### src/rtl/log2_pkg.sv
// Shared types, defaults and helpers for the sequential base-2 logarithm unit.
package log2_pkg;

   localparam int unsigned IN_W_DEF   = 16;
   localparam int unsigned FRAC_W_DEF = 24;
   localparam int unsigned MW_DEF     = 32;

   typedef enum logic [1:0] {
      IDLE,
      ITER,
      DONE
   } state_t;

   // Index of the most significant set bit; 0 for a zero operand.
   function automatic int unsigned lead_one(input logic [63:0] v);
      int unsigned idx;
      idx = 0;
      for (int unsigned i = 0; i < 64; i++) begin
         if (v[i]) idx = i;
      end
      return idx;
   endfunction

endpackage

### src/rtl/log2_norm.sv
// Leading-one detector and normaliser: yields the integer log and a Q1.(MW-1)
// mantissa in [1,2) for a nonzero operand.
module log2_norm
   import log2_pkg::*;
#(
   parameter  int unsigned IN_W  = IN_W_DEF,
   parameter  int unsigned MW    = MW_DEF,
   localparam int unsigned INT_W = $clog2(IN_W)
) (
   input  logic [IN_W-1:0]  in_value,
   output logic [INT_W-1:0] k,
   output logic [MW-1:0]    m,
   output logic             is_zero
);

   int unsigned idx;

   always_comb begin
      idx     = lead_one(64'(in_value));
      is_zero = (in_value == '0);
      k       = INT_W'(idx);
      m       = (MW'(in_value) << (MW - IN_W)) << (IN_W - 1 - idx);
   end

endmodule

### src/rtl/log2_seq.sv
// Sequential unsigned log2: integer part from the normaliser, one fractional
// bit per cycle from repeated mantissa squaring.
module log2_seq
   import log2_pkg::*;
#(
   parameter  int unsigned IN_W   = IN_W_DEF,
   parameter  int unsigned FRAC_W = FRAC_W_DEF,
   parameter  int unsigned MW     = MW_DEF,
   localparam int unsigned INT_W  = $clog2(IN_W)
) (
   input  logic                    clk,
   input  logic                    rst,
   input  logic                    clear,
   input  logic                    start,
   input  logic [IN_W-1:0]         in_value,
   output logic                    busy,
   output logic                    done,
   output logic                    err_zero,
   output logic [INT_W+FRAC_W-1:0] result
);

   localparam int unsigned CNT_W = $clog2(FRAC_W + 1);

   state_t              state_q, state_d;
   logic [CNT_W-1:0]    cnt_q;
   logic [MW-1:0]       m_q, m_next, m_norm;
   logic [2*MW-1:0]     sq;
   logic                new_bit;
   logic [INT_W-1:0]    int_q, k;
   logic [FRAC_W-1:0]   frac_q;
   logic                is_zero;
   logic                last_iter;

   log2_norm #(.IN_W(IN_W), .MW(MW)) u_norm (
      .in_value (in_value),
      .k        (k),
      .m        (m_norm),
      .is_zero  (is_zero)
   );

   // Squaring doubles the log; an overflow past 2.0 means the next bit is 1.
   always_comb begin
      sq      = {{MW{1'b0}}, m_q} * {{MW{1'b0}}, m_q};
      new_bit = sq[2*MW-1];
      m_next  = new_bit ? sq[2*MW-1:MW] : sq[2*MW-2:MW-1];
   end

   assign last_iter = (cnt_q == CNT_W'(FRAC_W - 1));

   always_ff @(posedge clk or negedge rst) begin
      if (!rst) state_q <= IDLE;
      else      state_q <= state_d;
   end

   always_comb begin
      state_d = state_q;
      if (clear) begin
         state_d = IDLE;
      end else begin
         case (state_q)
            IDLE:    if (start) state_d = is_zero ? DONE : ITER;
            ITER:    if (last_iter) state_d = DONE;
            DONE:    state_d = IDLE;
            default: state_d = IDLE;
         endcase
      end
   end

   always_comb begin
      busy = (state_q != IDLE);
      done = (state_q == DONE);
   end

   always_ff @(posedge clk or negedge rst) begin
      if (!rst) begin
         int_q    <= '0;
         frac_q   <= '0;
         err_zero <= 1'b0;
         cnt_q    <= '0;
         m_q      <= '0;
      end else if (clear) begin
         int_q    <= '0;
         frac_q   <= '0;
         err_zero <= 1'b0;
         cnt_q    <= '0;
         m_q      <= '0;
      end else begin
         case (state_q)
            IDLE: begin
               if (start) begin
                  int_q  <= is_zero ? '0 : k;
                  frac_q <= '0;
                  cnt_q  <= '0;
                  err_zero <= is_zero;
                  if (!is_zero) m_q <= m_norm;
               end
            end
            ITER: begin
               m_q    <= m_next;
               frac_q <= (frac_q << 1) | FRAC_W'(new_bit);
               cnt_q  <= cnt_q + CNT_W'(1);
            end
            default: ;
         endcase
      end
   end

   assign result = {int_q, frac_q};

endmodule
### config.mk
export PLATFORM = sky130hd
export DESIGN_NAME = log2_seq
export DESIGN_NICKNAME = d
export VERILOG_FILES = /design/src/rtl/log2_pkg.sv /design/src/rtl/log2_norm.sv /design/src/rtl/log2_seq.sv
export SDC_FILE = /design/constraint.sdc
export NUM_CORES = 2
export LEC_CHECK = 0
export ABC_AREA = 1
export BUFFER_PORTS_ARGS = -buffer_cell sky130_fd_sc_hd__buf_4
export CORE_UTILIZATION = 64
export DETAILED_ROUTE_END_ITERATION = 16
export GPL_TIMING_DRIVEN = 1
export MAX_ROUTING_LAYER = met4
export PLACE_DENSITY = 0.84
export SYNTH_ARGS = -nofsm -noshare
export SYNTH_HDL_FRONTEND = slang
export SYNTH_HIERARCHICAL = 1
export SYNTH_SLANG_ARGS = --single-unit
### constraint.sdc
create_clock -name clk -period 9.6 [get_ports clk]
set_input_delay 1.44 -clock clk [delete_from_list [all_inputs] [get_ports clk]]
set_output_delay 1.44 -clock clk [all_outputs]
set_load 0.02 [all_outputs]
Word-level counts from Yosys, hierarchy flattened. Cells that the tools add are included.

Logic and storage cells: 65. Bits of input ports: 20. Output and inout port bits: 31. Register bits after elaboration: 68.

Add/subtract/negate cells: 2. Multiply operators: 1. Muxes and demuxes: 38. Eq/ne operators: 6. Reduce and logical (&&, ||, !) cells: 10. Shifts and indexed selects: 1. Bitwise gates (word level): 1.

Operators by type and width (number): 32-bit 2-to-1 mux (18); 32-bit by 32-bit multiplier with 64-bit output (1); 32-bit one-hot mux with 2 select lines (1); 24-bit 2-to-1 mux (2); 24-bit one-hot mux with 2 select lines (1); 32-bit by 32-bit << shifter with 32-bit output (1); 4-bit by 32-bit subtractor with 32-bit output (first input constant) (1); 24-bit by 1-bit bitwise OR with 24-bit output (1); 16-bit logical NOT (1); 4-bit 2-to-1 mux (4); 5-bit 2-to-1 mux (2); 5-bit one-hot mux with 2 select lines (1); 3-bit inequality test (second input constant) (3); 2-bit 2-to-1 mux (4); 2-bit AND reduction (3); 2-bit nonzero test (3); 5-bit by 1-bit adder with 5-bit output (second input constant) (1); 5-bit == test (second input constant) (1); 1-bit 2-to-1 mux (4); 2-bit one-hot mux with 2 select lines (1); 3-bit AND reduction (1); 3-bit nonzero test (1); 2-bit by 1-bit == test with 1-bit output (second input constant) (1); 2-bit == test (second input constant) (1); 2-bit logical NOT (1).

Depth between registers and ports, before layout.
Word-level depth: 21. Mapped depth: 37. Mapped depth without buffers: 34.

By module. The synthesis kept the hierarchy.

Modules (own cells, without submodules): log2_seq (cells an instance 4522, seq. area each 1701.6 um^2, area an instance 35049.9 um^2, instances 1); log2_norm (cells an instance 203, seq. area each 0.0 um^2, area an instance 1061.0 um^2, instances 1).

Worst setup path before layout. Ideal clock, no wire load.

Path type: reg2reg. From: reg m_q[2]. To: reg m_q[3]. Clock period less this slack: 6.980 ns. Arrival: 6.863 ns. Slack: 2.620 ns. Cell stages (with the launch flop): 33. Buffers on the path: 4. Library setup time: 0.118 ns. Data required time: 9.483 ns. Cell sequence: dfrtp_1 clkbuf_1 clkbuf_1 clkbuf_1 nand2_1 fa_1 inv_1 fa_1 inv_1 fa_1 fa_1 inv_1 fa_1 inv_1 fa_1 inv_1 fa_1 fa_1 ha_1 nand2_1 nor2_1 nand2_1 nor2_1 nand2_2 nand2_2 nand2_2 nand2_2 nand2_2 nand2_4 buf_6 nand3_1 nand3_1 nand2_1.

Word-level cells in the longest chain between the ends: 4.

Ends and longest elaborated chain: start, declared (line log2_seq.sv:26) `logic [MW-1:0] m_q, m_next, m_norm;`; start signal, assigned (line log2_seq.sv:95) `if (!is_zero) m_q <= m_norm;`; start signal, assigned (line log2_seq.sv:99) `m_q <= m_next;`; 32-bit by 32-bit multiplier with 64-bit output (line log2_seq.sv:43) `sq = {{MW{1'b0}}, m_q} * {{MW{1'b0}}, m_q};`; 32-bit 2-to-1 mux (line log2_seq.sv:45) `m_next = new_bit ? sq[2*MW-1:MW] : sq[2*MW-2:MW-1];`; 32-bit one-hot mux with 2 select lines (line log2_seq.sv:88) `case (state_q)`; 32-bit 2-to-1 mux (line log2_seq.sv:81) `end else if (clear) begin`.

No other way between the ends. A chain may end at the register's enable or synchronous reset.

Worst setup path in the final report.
From: reg m_q[18]. To: reg m_q[10].

The elaborated chain is that of the path after synthesis.

==> qor.csv <==
metric,value,unit
io_pins,51,
grt_pass1_wl,157000,µm
finalMaxSlewViolations,0,
r2r_cells,28,
clock_sink_count,68,
cts-hold-fix-buffers,0,
dieHeight,240,µm
gp_congestion,1.02,
cts-buffers-inserted,9,
tns,0,ps
synth_seq_cells,68,
clk_pin_slew,70,ps
clk-insertion-delay-late,360,ps
min_period_over_period,89.2,%
grt_pass1_vias,31000,
worstSetupEndpointType,flip-flop,
synth_adder_area_share,54.2,%
htree_num_levels,3,
dieArea,0.0574,mm²
design_area,0.0373,mm²
slowest_stage,dfrtp_1,
yosys.area_share.simple,18.7,%
viasPerCell,5.28,
overflow,0,
cts_resized,0,
fmax,0.117,GHz
skew,7.33,ps
cts_tree,done,
wl_per_cell,17.5,µm
dr.pass1.iters,6,
period_minus_slack,8560,ps
synth-main-ff-cell,dfrtp_1,
postPlaceCellArea,0.0370,mm²
ys_seq_area_share,4.71,%
synth.area.mux_share,0,%
antenna_cells,0,
whs_path_depth,2,
rows,86,
drt_iter0_markers,2383,
nFillCells,4610,
cp_common_cell,fa_1,
cpPeakStageDelay,1290,ps
synthCells,4725,
vias,28600,
core_area,0.0554,mm²
ys_types,48,
critPathTopFamily,adder cells,
finalWirelength,95000,µm
crit_buf_inv,5,
hold_class,reg2reg,
clock_path_buffers,2,
setup_viol,0,
arrival,8810,ps
synth_compound_area_share,2.78,%
ant_nets,0,
grt_setup_unrepaired,false,
grt_max_degree,69,
path_max_fanout,30,
io_buffers,50,
die_w,240,µm
synth_edf_count,0,
cts_setup_buffers,0,
synth_area,0.0361,mm²
initial_core_util,65.2,%
syn2layout_area_growth,3.28,%
antenna_found_initial,0,
ys_async_sr_fraction,100,%
relSlewSlack,5.36,%
dp.final_hpwl,80200,µm
critPathKind,reg2reg,
max-cap-violations,0,
synth_top_family_by_area,adder cells,
drc,0,
required,9850,ps
yosysWarningCount,6,
crit_cells,28,
cts-root-buf,clkbuf_16,
nets,5780,
startpoint_type,flip-flop,
status,"finished, final reports clean",
tightest_slew,1420,ps
synth_xor_area_share,1.21,%
syn_area_per_cell,7.64,µm²
grt_use_total,36.6,%
drive_gt1_share,4.13,%
finalHoldViolCount,0,
final timing paths:
kind | to | slack (ps) | startpoint
min in group asynchronous | m_q[26]$_DFFE_PN0P_ | 1220 | rst
worst min register to register | m_q[5]$_DFFE_PN0P_ | 490 | m_q[5]$_DFFE_PN0P_
worst max-delay path | m_q[10]$_DFFE_PN0P_ | 1040 | m_q[18]$_DFFE_PN0P_
worst min-delay path | m_q[5]$_DFFE_PN0P_ | 490 | m_q[5]$_DFFE_PN0P_
worst max register to register | m_q[10]$_DFFE_PN0P_ | 1040 | m_q[18]$_DFFE_PN0P_
max in group asynchronous | int_q[3]$_DFFE_PN0P_ | 7730 | rst
state kept, by name, summed over array words and instances, names as in the netlist:
name	cells
state_q	2
int_q	4
cnt_q	5
err_zero	1
m_q	32
frac_q	24
cell usage in the layout (no fill, tap or decap), types with 2 or more instances in the layout:
cell type and count:
a31o_2 5, nor2_2 11, inv_1 1551, clkbuf_16 9
buf_4 90, inv_2 6, nand3b_1 18, a31oi_1 2
clkinvlp_4 2, nand2_2 28, a21o_1 4, nor3_1 17
nand2_4 3, nor2_1 122, or2_2 4, ha_1 299
nand3_2 19, o21ai_1 5, o21bai_1 22, inv_6 2
and2_1 2, nor2_4 2, nor4_1 5, nor3b_1 2
a21oi_1 57, nand3_1 178, xor2_1 34, nor3_2 2
conb_1 16, and3_1 4, o21ai_0 44, dfrtp_1 68
xnor2_1 16, fa_1 791, nand2_1 1190, nand4_1 9
o22ai_1 23, a21oi_4 3
worst min-delay path: stages, from the launching register on:
cell and delay, ps:
dfrtp_1 350, nand2_1 60, nand2_1 50
stage by stage:
step           hold slack, ps  std cells  util (%)  setup WS (ps)
6_report                  489       5423      67.3           1040
5_1_grt                   518       5423      67.3            671
4_1_cts                   488       5423      67.3           1220
3_5_place_dp              470       5407      66.7           1250
3_3_place_gp              468       5407      66.7           1260
2_1_floorplan             471       4740         -           2620
cell type report:
type | count | area, µm² | area share (%)
clock inverter | 7 | 82.6 | 0.221
inverter | 1558 | 5850 | 15.7
clock buffer | 9 | 225 | 0.604
tap | 748 | 936 | 2.51
sequential | 68 | 1700 | 4.56
multi-input combinational | 2943 | 27800 | 74.6
timing repair buffer | 90 | 676 | 1.81
cell families (layout without fill, tap and decap cells):
| group | count (synthesis) | count (layout) |
|---|---|---|
| DFF | 68 | 68 |
| xor gates and xnor gates | 50 | 50 |
| other | 1 | 16 |
| buffers and inverters | 1729 | 1664 |
| and+or+nand+nor | 1619 | 1619 |
| adders and majority gates | 1090 | 1090 |
| AOI/OAI and AO/OA | 168 | 168 |
Yosys cell counts (2+ instances only):
library cell,count,area share [%]
nand2_4,3,0.094
o22ai_1,23,0.40
a31oi_1,2,0.035
buf_1,10,0.10
fa_1,791,44
nand4_1,9,0.16
inv_1,1551,16
nor3b_1,2,0.042
buf_4,19,0.40
nand3b_1,18,0.37
nor4_1,5,0.087
inv_2,6,0.062
nor2_1,123,1.3
nand2_1,1190,12
o21ai_0,44,0.61
nor3_2,2,0.055
a21oi_1,57,0.79
nor2_2,11,0.19
a21oi_4,3,0.14
or2_2,4,0.069
o21ai_1,5,0.069
a31o_2,5,0.12
dfrtp_1,68,4.7
buf_6,7,0.22
xor2_1,34,0.82
and2_1,2,0.035
a21o_1,4,0.083
nor3_1,17,0.24
nand2_2,28,0.49
o21bai_1,22,0.46
nand3_1,178,2.5
buf_2,7,0.097
xnor2_1,16,0.39
nand3_2,19,0.53
and3_1,4,0.069
clkbuf_4,2,0.042
clkbuf_1,125,1.3
ha_1,299,10
metal layers:
metal,track usage (%),vias to the layer above,routed length [µm]
met1,45.6,14000,36500
met3,4.01,271,7170
met5,-,-,0
met2,61.7,1216,47300
li1,-,13200,-
met4,13.7,0,4070
Power is not shown: default switching activity piles up to over one toggle a cycle in this logic, so the estimate is an artifact.
